File: src/rtl/serial_pkg.sv
// Shared definitions for the serial transmitter/receiver pair.
// Holds the default frame format, the receiver state encoding and a parity helper.
package serial_pkg;

  localparam int unsigned CLK_DIVIDER = 5;
  localparam int unsigned DATA_LEN    = 8;
  localparam int unsigned PARITY      = 1;
  localparam int unsigned PARITY_EVEN = 1;
  localparam int unsigned STOP_BIT    = 1;

  // Receiver states; enumerators are prefixed so they do not clash with PARITY above.
  typedef enum logic [2:0] {
    RxIdle   = 3'd0,
    RxStart  = 3'd1,
    RxData   = 3'd2,
    RxParity = 3'd3,
    RxStop   = 3'd4
  } rx_state_t;

  // Parity bit for the low 'len' bits of 'data': XOR for even parity, inverted for odd.
  function automatic logic calc_parity(input logic [31:0] data, input int unsigned len,
                                       input logic even);
    logic p;
    p = 1'b0;
    for (int i = 0; i < 32; i++) begin
      if (i < len) p = p ^ data[i];
    end
    return even ? p : ~p;
  endfunction

endpackage

File: src/rtl/serial_line_sync.sv
// Input synchronizer for the serial line.
// Ports:
//   clk_i   clock
//   rst_i   synchronous active-high reset (flops reset to idle-high)
//   line_i  asynchronous serial input
//   line_o  synchronized line
//   fall_o  high for the cycle in which line_o is 0 and was 1 the cycle before
module serial_line_sync #(
  parameter int unsigned SyncStages = 2
) (
  input  logic clk_i,
  input  logic rst_i,
  input  logic line_i,
  output logic line_o,
  output logic fall_o
);

  logic [SyncStages-1:0] sync_q, sync_d;
  logic                  prev_q, prev_d;

  always_comb begin
    sync_d = {sync_q[SyncStages-2:0], line_i};
    prev_d = sync_q[SyncStages-1];
  end

  always_ff @(posedge clk_i) begin
    if (rst_i) begin
      sync_q <= '1;
      prev_q <= 1'b1;
    end else begin
      sync_q <= sync_d;
      prev_q <= prev_d;
    end
  end

  assign line_o = sync_q[SyncStages-1];
  assign fall_o = ~line_o & prev_q;

endmodule

File: src/rtl/serial_receiver.sv
// Serial frame receiver: start bit, DataLen data bits LSB first, optional parity,
// StopBit stop bits, each ClkDivider cycles long. Recovered bytes land in a
// single-entry output register with a valid/ready handshake.
// Ports:
//   clk, rst     clock and synchronous active-high reset
//   SerialLine   serial input, idle high
//   DataOutput   held byte; DataValid marks it unconsumed; DataReady accepts it
//   ParityError  parity status of the held byte
//   FrameError   one-cycle pulse on a low stop sample
//   Overrun      one-cycle pulse when a completed frame is dropped
//   Busy         receiver is not idle
module serial_receiver
  import serial_pkg::*;
#(
  parameter int unsigned ClkDivider = CLK_DIVIDER,
  parameter int unsigned DataLen    = DATA_LEN,
  parameter int unsigned Parity     = PARITY,
  parameter int unsigned ParityEven = PARITY_EVEN,
  parameter int unsigned StopBit    = STOP_BIT,
  parameter int unsigned SyncStages = 2
) (
  input  logic               clk,
  input  logic               rst,
  input  logic               SerialLine,
  output logic [DataLen-1:0] DataOutput,
  output logic               DataValid,
  input  logic               DataReady,
  output logic               ParityError,
  output logic               FrameError,
  output logic               Overrun,
  output logic               Busy
);

  localparam int unsigned HalfBit = ClkDivider / 2;
  localparam int unsigned DivW    = $clog2(ClkDivider);
  localparam int unsigned BitW    = $clog2(DataLen + Parity + StopBit + 1);

  logic line_s, line_fall;

  serial_line_sync #(
    .SyncStages(SyncStages)
  ) u_sync (
    .clk_i (clk),
    .rst_i (rst),
    .line_i(SerialLine),
    .line_o(line_s),
    .fall_o(line_fall)
  );

  rx_state_t          state_q, state_d;
  logic [DivW-1:0]    div_q, div_d;
  logic [BitW-1:0]    bit_q, bit_d;
  logic [DataLen-1:0] shift_q, shift_d;
  logic               perr_pend_q, perr_pend_d;
  logic               frame_err_q, frame_err_d;
  logic               done;

  logic [DataLen-1:0] data_out_q, data_out_d;
  logic               valid_q, valid_d;
  logic               perr_q, perr_d;
  logic               overrun_q, overrun_d;

  // div_q counts 0..ClkDivider-1 within a bit; a sample is taken when it hits the
  // last count, so the first data sample lands ClkDivider cycles after the start sample.
  logic start_tick, bit_tick;
  assign start_tick = (div_q == DivW'(HalfBit - 1));
  assign bit_tick   = (div_q == DivW'(ClkDivider - 1));

  always_comb begin
    state_d     = state_q;
    div_d       = div_q + DivW'(1);
    bit_d       = bit_q;
    shift_d     = shift_q;
    perr_pend_d = perr_pend_q;
    frame_err_d = 1'b0;
    done        = 1'b0;
    case (state_q)
      RxIdle: begin
        div_d = '0;
        if (line_fall) begin
          state_d     = RxStart;
          bit_d       = '0;
          perr_pend_d = 1'b0;
        end
      end
      RxStart: begin
        if (start_tick) begin
          div_d   = '0;
          state_d = line_s ? RxIdle : RxData;
        end
      end
      RxData: begin
        if (bit_tick) begin
          div_d                = '0;
          shift_d              = shift_q >> 1;
          shift_d[DataLen-1]   = line_s;
          if (bit_q == BitW'(DataLen - 1)) begin
            bit_d   = '0;
            state_d = (Parity != 0) ? RxParity : RxStop;
          end else begin
            bit_d = bit_q + BitW'(1);
          end
        end
      end
      RxParity: begin
        if (bit_tick) begin
          div_d   = '0;
          state_d = RxStop;
          if (line_s != calc_parity(32'(shift_q), DataLen, ParityEven != 0)) begin
            perr_pend_d = 1'b1;
          end
        end
      end
      RxStop: begin
        if (bit_tick) begin
          div_d = '0;
          if (!line_s) begin
            frame_err_d = 1'b1;
            state_d     = RxIdle;
          end else if (bit_q == BitW'(StopBit - 1)) begin
            done    = 1'b1;
            state_d = RxIdle;
          end else begin
            bit_d = bit_q + BitW'(1);
          end
        end
      end
      default: state_d = RxIdle;
    endcase
  end

  // A completing frame loads if the register is empty or being drained this cycle.
  always_comb begin
    data_out_d = data_out_q;
    valid_d    = valid_q;
    perr_d     = perr_q;
    overrun_d  = 1'b0;
    if (valid_q && DataReady) valid_d = 1'b0;
    if (done) begin
      if (!valid_q || DataReady) begin
        data_out_d = shift_q;
        perr_d     = perr_pend_q;
        valid_d    = 1'b1;
      end else begin
        overrun_d = 1'b1;
      end
    end
  end

  always_ff @(posedge clk) begin
    if (rst) begin
      state_q     <= RxIdle;
      div_q       <= '0;
      bit_q       <= '0;
      shift_q     <= '0;
      perr_pend_q <= 1'b0;
      frame_err_q <= 1'b0;
      data_out_q  <= '0;
      valid_q     <= 1'b0;
      perr_q      <= 1'b0;
      overrun_q   <= 1'b0;
    end else begin
      state_q     <= state_d;
      div_q       <= div_d;
      bit_q       <= bit_d;
      shift_q     <= shift_d;
      perr_pend_q <= perr_pend_d;
      frame_err_q <= frame_err_d;
      data_out_q  <= data_out_d;
      valid_q     <= valid_d;
      perr_q      <= perr_d;
      overrun_q   <= overrun_d;
    end
  end

  assign DataOutput  = data_out_q;
  assign DataValid   = valid_q;
  assign ParityError = perr_q;
  assign FrameError  = frame_err_q;
  assign Overrun     = overrun_q;
  assign Busy        = (state_q != RxIdle);

endmodule

File: config.mk
export PLATFORM = sky130hd
export DESIGN_NAME = serial_receiver
export DESIGN_NICKNAME = d
export VERILOG_FILES = /design/src/rtl/serial_pkg.sv /design/src/rtl/serial_line_sync.sv /design/src/rtl/serial_receiver.sv
export SDC_FILE = /design/constraint.sdc
export NUM_CORES = 1
export LEC_CHECK = 0
export BUFFER_PORTS_ARGS = -buffer_cell sky130_fd_sc_hd__buf_2
export CORE_UTILIZATION = 35
export DETAILED_ROUTE_END_ITERATION = 8
export GPL_TIMING_DRIVEN = 0
export PLACE_DENSITY = 0.56
export REMOVE_ABC_BUFFERS = 1
export SYNTH_ARGS = -nofsm -noshare
export SYNTH_HDL_FRONTEND = slang
export SYNTH_SLANG_ARGS = --single-unit
File: constraint.sdc
create_clock -name clk -period 3.5 [get_ports clk]
set_input_delay 0.175 -clock clk [delete_from_list [all_inputs] [get_ports clk]]
set_output_delay 0.175 -clock clk [all_outputs]
set_load 0.01 [all_outputs]
; Word level (Yosys, flattened, before mapping)
; Cells that the tools add are included.
[op_classes]
add_sub_neg = 2
n_eq_ne = 18
n_mux = 49
bitwise_logic = 12
reduce_logical = 16
[op_table]
columns = operator, n
row1 = $mux W3, 10
row2 = $mux W1, 28
row3 = $mux W4, 6
row4 = $ne A2 B2 Y1 const B, 8
row5 = $pmux W3 S5, 1
row6 = $pmux W4 S3, 1
row7 = $pmux W3 S3, 1
row8 = $reduce_and A7 Y1, 1
row9 = $xor A1 B1 Y1, 7
row10 = $eq A3 B1 Y1 const B, 2
row11 = $eq A3 B2 Y1 const B, 2
row12 = $eq A3 B3 Y1 const B, 2
row13 = $reduce_and A6 Y1, 1
row14 = $reduce_bool A3 Y1, 2
row15 = $reduce_or A3 Y1, 2
row16 = $add A4 B1 Y4 const B, 1
row17 = $eq A4 B3 Y1 const B, 1
row18 = $logic_not A4 Y1, 1
row19 = $not A1 Y1, 4
row20 = $reduce_and A2 Y1, 2
row21 = $reduce_and A4 Y1, 1
row22 = $add A3 B1 Y3 const B, 1
row23 = $logic_not A3 Y1, 1
row24 = $ne A3 B3 Y1 const B, 1
row25 = 10 further kinds, 10
[totals]
regBits = 34
input_bits = 4
out_inout_bits = 13
wordCells = 109

; Logic depth before layout (Yosys ltp)
; Gate-level depths: netlist of run 1.
[logic_depth]
word_depth = 28
mapped_depth = 7
mapped_depth_nobuf = 6

; Hierarchy
; Synthesis of run 1 repeated with hierarchy kept, for this count alone.
[hier_totals]
cells_unflattened = 169
area_unflattened_um2 = 1571.5
[by_module_without_submodules]
columns = mod, instances, cells_each, area_per_inst_um2, seq_area_each_um2
row1 = serial_receiver, 1, 162, 1486.4, 620.6
row2 = serial_line_sync, 1, 7, 85.1, 60.1

; Least setup slack after synthesis of run 1
; Ideal clock, no wire load.
[synth_timing]
kind = reg-to-reg
startpoint = register div_q[0]
endpoint = register bit_q[1]
setup_time_ps = 70
arrival_ps = 1551
required_time_ps = 3430
setup_slack_ps = 1879
path_stages_with_launch = 7
path_buffers = 0
synth_period_minus_slack_ps = 1621
path_cell_list = dfxtp_1 -> inv_1 -> ha_1 -> and2_1 -> o32a_1 -> a41o_1 -> a21oi_1
[synth_between]
elab_chain_len = 3
elab_cells_between_ends = 4
classes_between = eq/ne: 3 / reduce/logical: 1
[synth_lines]
columns = element, line_no
row1 = from (decl), serial_receiver.sv:51  ; logic [DivW-1:0] div_q, div_d;
row2 = from (signal assigned), serial_receiver.sv:164  ; div_q <= div_d;
row3 = $eq A3 B3 Y1 (*), serial_receiver.sv:67  ; assign bit_tick = (div_q == DivW'(ClkDivider - 1));
row4 = $ne A2 B2 Y1 (no source line), n/a
row5 = $reduce_and A6 Y1 (no source line) (*), n/a
row6 = to (signal assigned), serial_receiver.sv:165  ; bit_q <= bit_d;
row7 = to (decl), serial_receiver.sv:52  ; logic [BitW-1:0] bit_q, bit_d;
; Every way passes the cells marked *; elsewhere a longest branch is shown, timed or not.
; A chain may end at the register's enable or synchronous reset.

; Final worst setup path of run 1
[layout_timing]
startpoint = register div_q[0]
endpoint = register data_out_q[6], in the netlist DataOutput[6]
[layout_between]
elab_chain_len = 4
[layout_lines]
columns = element, line_no
row1 = $eq A3 B3 Y1, serial_receiver.sv:67
row2 = $mux W1, serial_receiver.sv:115  ; if (bit_tick) begin
row3 = $mux W1, serial_receiver.sv:77  ; case (state_q)
row4 = $reduce_and A2 Y1 (no source line), n/a
row5 = to (signal assigned), serial_receiver.sv:169  ; data_out_q <= data_out_d;
row6 = to (decl), serial_receiver.sv:58  ; logic [DataLen-1:0] data_out_q, data_out_d;
; Every way passes these cells.

==> impl_summary.md, run 1 <==
Status
The flow ran to the end, and the final reports show no timing, DRC or antenna violations.

Floorplan
The number of placement rows is 24. The floorplan step defined a die boundary enclosing ~5000 um^2. The overall die width is 69.8 um. Once the floorplan was initialized, standard cells occupied 36.7% of the core. The number of I/O pins is 17.

The height of the die is approximately 70 um. After floorplanning, the core was sized to cover 4380 um^2.

STA
The maximum clock rate is 483 MHz. The final cycle utilization of the critical path is 59.1%. The count of endpoints failing hold in the final timing report was 0. At the pin with the least slew margin, the transition time is 698 ps. Setup repair after global routing left no endpoint under its margin. The final sum of negative setup slack is 0 ps. The setup-violating endpoint count in the final report is 0. The worst pin sits at a relative slew slack of 53.3%. Subtracting the final worst setup slack from the clock period gives 2070 ps. The maximum clock skew at final layout is 4.07 ps. The final max-slew violation count is 0.

Power
The leakage power total is 0.730 nW. The power per cell area is 466 nW/um^2. The maximum resistive drop on vdd is 0.366 mV.

Clocking
The buffer levels on the longest clock path is 2. The clock transition at the register clock pins on the worst setup and hold paths after CTS is 70 ps. The number of setup buffers added after CTS is 0. The tree is rooted in a sky130_fd_sc_hd__clkbuf_8. The post-cts sizing count is 0. The number of sinks driven by the clock tree is 34. The clock latency of the later-clocked register in the worst-skew pair is between 200 and 300 ps. For this design, the CTS-stage hold fixing added 0 buffers. The clock tree synthesis step divided the H-tree into 2 levels. Clock tree synthesis inserted a total of 5 buffers. TritonCTS built the clock tree.

Finish
The signed area change from the synthesized netlist to the final layout is 11.5%. The library cells used most frequently in the layout, excluding fill and tap cells, are sky130_fd_sc_hd__dfxtp_1, sky130_fd_sc_hd__buf_2, sky130_fd_sc_hd__nand3_1, sky130_fd_sc_hd__a21oi_1, sky130_fd_sc_hd__nand2_1. The combined flip-flop and latch cell area is 681 um^2. The net count reported at finish is 195.

The library cell used most frequently in the layout, excluding fill and tap cells, is sky130_fd_sc_hd__dfxtp_1. Summing all multi-input logic gate instances after layout gives ~860 um^2. The post-route netlist has about 18% of its cells at a drive strength greater than 1. The layout has 452 filler cells. 0 antenna diodes ended up in the layout. The final non-filler cell area is 1800 um^2.

Worst setup path
For the worst flop-to-flop path, the logic depth is 6. The worst setup path is launched from a flip-flop. The most critical setup path has its startpoint at div_q[0]$_SDFF_PP0_. At the worst endpoint, the arrival time is 2220 ps.

The type of element capturing the critical path is a flip-flop. The class of the most critical setup path is reg -> reg. Data on the critical path is required at its endpoint by 3650 ps. The reg-to-reg critical path startpoint is div_q[0]$_SDFF_PP0_. The timing endpoint of the critical path is DataOutput[6]$_SDFFE_PP0P_. The worst register-to-register path has a setup slack of 1430 ps. The critical-path maximum fanout is 9. In this run the critical register-to-register path is captured at DataOutput[6]$_SDFFE_PP0P_.

Placed design
The post-place instance area is 1700 um^2. The sum of net half-perimeters after detailed placement is 2260 um. Port buffering added 16 buffers. The final weighted congestion in routability-driven placement is 0.824.

Drt
After detailed routing, the number of remaining DRC violations is 0. The detailed-route vias per instance is 5.47. The via total after detailed routing is 1307.

The antenna violation net count after detailed routing is 0. After detailed routing, the average wire length per cell comes to 13.9 um. The first-pass detailed-route iteration total is 4.

The sum of routed wire length over all layers is 3320 um. The DRC marker count from the first detailed-route iteration is 56.

Logic synthesis
A synthesized cell averages slightly above 9 um^2. In this run, synthesis inferred 0 flip-flops with an integrated enable. Synthesis produced between 150 and 200 cells. The post-synthesis cell area is 1610 um^2.

The part of the Yosys area used for sequential elements is 42.3%. The leading register cell type out of synthesis is sky130_fd_sc_hd__dfxtp_1. The synthesized design contains 34 register bits. For this run, the number of Yosys warnings is 0. The async set-or-reset flop fraction in the synthesized netlist is 0%.

The distinct cell type count of the synthesized netlist is 46.

Global route
The number of antenna violations at the first check in global routing is 0. The largest net degree at the start of global routing is 33. The global router's overall resource usage is 14.9%.

The wire length of the first global-routing pass is 5650 um. The total congestion overflow after global routing is 0. The via count of the first global-routing pass is ~1200.

Job
The max-cap check violation count is 0.

Hold path
The class of the tightest hold or removal check is in -> reg.
[final cells by class]
class,instances,share of cell area [%]
sequential,34,37.9
clock inverter,1,0.279
clock buffer,7,4.81
multi-input combinational,124,47.9
tap,52,3.62
inverter,5,1.05
timing repair buffer,16,4.46
[state kept, by name, summed over array words and instances, names as in the netlist]
register	count
DataOutput	8
DataValid	1
FrameError	1
Overrun	1
ParityError	1
bit_q	4
div_q	3
perr_pend_q	1
shift_q	8
state_q	3
u_sync.prev_q	1
u_sync.sync_q	2
[worst min path at each step]
stage               start                     endpoint  slack (ps)  cells after the start
2_1_floorplan         rst         DataValid$_SDFF_PP0_         240                      1
4_1_cts        SerialLine  u_sync.sync_q[0]$_SDFF_PP1_          60                      2
6_report       SerialLine  u_sync.sync_q[0]$_SDFF_PP1_          70                      2
3_3_place_gp   SerialLine  u_sync.sync_q[0]$_SDFF_PP1_         360                      2
3_5_place_dp   SerialLine  u_sync.sync_q[0]$_SDFF_PP1_         360                      2
5_1_grt        SerialLine  u_sync.sync_q[0]$_SDFF_PP1_          70                      2
[metal layers]
metal,wire length [um],track usage [%],vias up
met4,66,6.67,0
met3,116,3.92,8
met5,0,0,-
met2,1590,24.5,24
met1,1550,18.1,634
li1,-,-,641
[report_power, final]
part           internal, mW  switching [mW]
Sequential            0.397          0.0182
Clock                 0.159           0.138
Combinational        0.0473          0.0765
[through the flow]
stage / hold WS, ps / worst slack, ps / util (%) / power, mW / instances
6_report: 65.9 / 1430 / 41.0 / 0.836 / 239
5_1_grt: 65.8 / 1190 / 41.0 / 0.882 / 239
4_1_cts: 62.3 / 1390 / 41.0 / 0.848 / 239
3_5_place_dp: 365 / 1400 / 38.9 / 0.548 / 231
3_3_place_gp: 359 / 1550 / 38.9 / 0.544 / 231
2_1_floorplan: 244 / 1850 / - / 0.510 / 163
[critical path, stage by stage, from the launching register on]
cell and delay (ps):
sky130_fd_sc_hd__dfxtp_1 340, sky130_fd_sc_hd__inv_1 70, sky130_fd_sc_hd__ha_1 220, sky130_fd_sc_hd__and2_1 270, sky130_fd_sc_hd__nand4_1 590, sky130_fd_sc_hd__mux2i_1 370
sky130_fd_sc_hd__nor2_1 70
[cells in the mapped netlist, drive strengths merged, types with 2 or more instances]
master / count / share of area, %
a21oi: 15 / 4.7
a31oi: 2 / 0.78
buf: 6 / 2.3
clkbuf: 4 / 0.93
dfxtp: 34 / 42
ha: 5 / 3.9
inv: 5 / 1.2
mux2i: 9 / 5.6
nand2: 12 / 2.8
nand2b: 3 / 1.2
nand3: 15 / 4.7
nand3b: 2 / 0.93
nor2: 11 / 2.7
nor2b: 2 / 0.78
nor3: 5 / 1.6
nor3b: 2 / 0.93
nor4b: 2 / 1.1
o21ai: 4 / 1.2
o31ai: 3 / 1.4
o32ai: 2 / 1.6
or2: 3 / 1.2
or3b: 2 / 1.1
xnor2: 6 / 3.7
xor2: 2 / 1.1
[cell families (layout without fill, tap and decap cells)]
group	Yosys count	count (layout)	synth area share [%]
AO/OA/AOI/OAI	36	36	15.5
XOR/XNOR	9	9	6.22
adder cells (fa/ha/maj)	5	5	3.89
buffers and inverters	15	29	4.35
flip-flops	34	34	42.3
multiplexers	9	9	5.59
AND/OR/NAND/NOR	65	65	22.2
Power figures use the tool's default switching activity.
==> run 2, diff against run 1 <==
==> constraint.sdc (replaced) <==
create_clock -name clk -period 2.1 [get_ports clk]
set_input_delay 0.105 -clock clk [delete_from_list [all_inputs] [get_ports clk]]
set_output_delay 0.105 -clock clk [all_outputs]
set_load 0.01 [all_outputs]
==> impl_summary.md, run 2 (same netlist as run 1, synthesis figures left out) <==
Floorplan
The number of I/O pins is 17. The number of placement rows is 24. The overall die width is 69.8 um. For this configuration, the core starts out at a cell density of 36.7%. The die covers 4880 um^2.

The height of the die is about 70 um. The core region is about 4400 um^2.

Clocking
The clock tree from TritonCTS is built. The number of sinks driven by the clock tree is 34. The number of H-tree levels is 2.

The clock latency of the later-clocked register in the worst-skew pair is 290 ps. The buffer levels on the longest clock path is 2. The clock transition at the register clock pins on the worst setup and hold paths after CTS is roughly 70 ps. The tree is rooted in a sky130_fd_sc_hd__clkbuf_8. TritonCTS created 5 clock buffers.

STA
The final max-slew violation count is 0. The count of endpoints failing hold in the final timing report came to 0. For the pin with the worst max-slew slack, the measured transition is 608 ps.

The setup-violating endpoint count in the final report is 0. Static timing analysis puts the maximum clock frequency at 523 MHz. Subtracting the final worst setup slack from the clock period gives around 1900 ps. The final cycle utilization of the critical path is 91.0%. The headroom to the max-slew limit is 59.4%. Setup repair after global routing left no endpoint under its margin.

The final sum of negative setup slack is 0 ps. For the final database, setup skew stands at 4.99 ps.

Placed design
Summed over all nets, the half-perimeter wirelength after detailed placement is 2260 um. The post-place instance area is 1700 um^2. The final weighted congestion in routability-driven placement is 0.824. The count of port buffers added during placement is 16.

Global route
Entering global routing, the biggest net connects 33 pins. The met2 usage is 24.3%. The via count of the first global-routing pass is 1212. Global routing finished with a remaining overflow of 0. The met1 usage is 18.3%. The first global-routing pass estimated 5660 um of wire. Global routing consumed, over all layers together, 14.9% of the routing resources. The number of antenna violations at the first check in global routing is 0.

Global routing used 3.92% of the available met3 tracks. The layer flagged by global routing as most heavily used is met2.

Worst setup path
Along the worst path, the maximum fanout reaches 16. STA classifies the critical path startpoint as a flip-flop. Data on the critical path is required at its endpoint by 2320 ps. The setup path with the least slack is of type reg -> reg. Data arrives at the worst endpoint at 2130 ps. The worst setup path is captured at a flip-flop.

Status
The run finished with clean final reports.

Finish
The area used by multi-input combinational logic is between 800 and 900 um^2. 0 antenna diodes ended up in the layout. The final-layout fill cell count is 451.

Across the whole layout, storage elements account for 681 um^2. The net count reported at finish is 197. The signed area change from the synthesized netlist to the final layout is 12.6%.

The share of post-route cells with drive strength above 1 is 18.0%. The top cell types in the final layout, fill and taps aside, are sky130_fd_sc_hd__dfxtp_1, sky130_fd_sc_hd__buf_2, sky130_fd_sc_hd__nand3_1, sky130_fd_sc_hd__a21oi_1, sky130_fd_sc_hd__nand2_1. The final non-filler cell area is 1810 um^2. The library cell used most frequently in the layout, excluding fill and tap cells, is sky130_fd_sc_hd__dfxtp_1.

Hold path
In this run the worst hold path is classified as in -> reg.

Job
The tool flagged a number of max-cap violations equal to 0.

Power
In this run the power density over the cells is 769 nW/um^2. The maximum resistive drop on vdd is 0.605 mV. The leakage power total is between 0.7 and 0.8 nW.

Drt
The via total after detailed routing is between 1000 and 1500. The detailed-route vias per instance is 5.48. For this block, the routed nets add up to roughly 3300 um of wire. The antenna violation net count after detailed routing is 0. The average wire per standard cell is 13.7 um. Before antenna repair, the detailed router went through 4 iterations. After the first detailed-routing iteration, the DRC count stood at 50. For this run, design rule violations remaining after detail routing come to 0.
run 2: changes by cell type in the layout (fill, tap and decap cells not counted), sizes merged:
cell | previous run | this run
buf | 16 | 17
dlygate4sd3 | 0 | 1
run 2: path summary, 6_finish.rpt:
kind | startpoint | to | slack, ps | cells past startpoint
worst max-delay path | state_q[2]$_SDFFE_PP0P_ | bit_q[3]$_SDFFE_PP0P_ | 190 | 4
worst min-delay path | DataReady | Overrun$_SDFF_PP0_ | 140 | 3
worst max register to register | state_q[2]$_SDFFE_PP0P_ | bit_q[3]$_SDFFE_PP0P_ | 190 | 4
worst min register to register | u_sync.sync_q[0]$_SDFF_PP1_ | u_sync.sync_q[1]$_SDFF_PP1_ | 410 | 1
run 2: timing repair:
action / 4_1_cts / 5_1_grt
setup endpoints to repair: 2 / 0
setup buffers: 1 / 0
resized for setup: 0 / 0
hold buffers: 1 / 0
endpoints found under the hold margin: 1 / 0
run 2: routing by layer:
metal	part of all wire [%]	vias up
li1	-	646
met1	47	643
met2	48	23
met3	3.0	8
met4	2.1	0
met5	0	-
run 2: stage by stage:
step	hold slack (ps)	total power [mW]	cells	setup slack (ps)	util, %
finish	142	1.39	241	189	41.4
global route	165	1.47	241	86.7	41.4
CTS	139	1.42	241	206	41.4
detailed placement	295	0.913	231	4.72	38.9
global placement	289	0.907	231	145	38.9
floorplan	174	0.851	163	447	-
run 2: area by class of cell:
class | instances | area share [%]
multi-input cells | 124 | 47.4
flip-flops and latches | 34 | 37.5
repair buffers | 18 | 5.38
clock buffers | 7 | 4.76
well taps | 52 | 3.59
inverters | 5 | 1.04
clock inverters | 1 | 0.276
run 2: worst max-delay path, cell delays in order (launching register included):
cell	delay, ps
sky130_fd_sc_hd__dfxtp_1	440
sky130_fd_sc_hd__nor2_2	550
sky130_fd_sc_hd__o22ai_2	210
sky130_fd_sc_hd__or4_1	500
sky130_fd_sc_hd__a21oi_1	140
run 2: power by group:
| part | leakage, nW | internal (mW) | switching, mW | total (mW) |
|---|---|---|---|---|
| Combinational | 0.416 | 0.0801 | 0.128 | 0.209 |
| Clock | 0.0482 | 0.264 | 0.228 | 0.492 |
| Sequential | 0.275 | 0.662 | 0.0302 | 0.693 |
| Total | 0.739 | 1.01 | 0.387 | 1.39 |
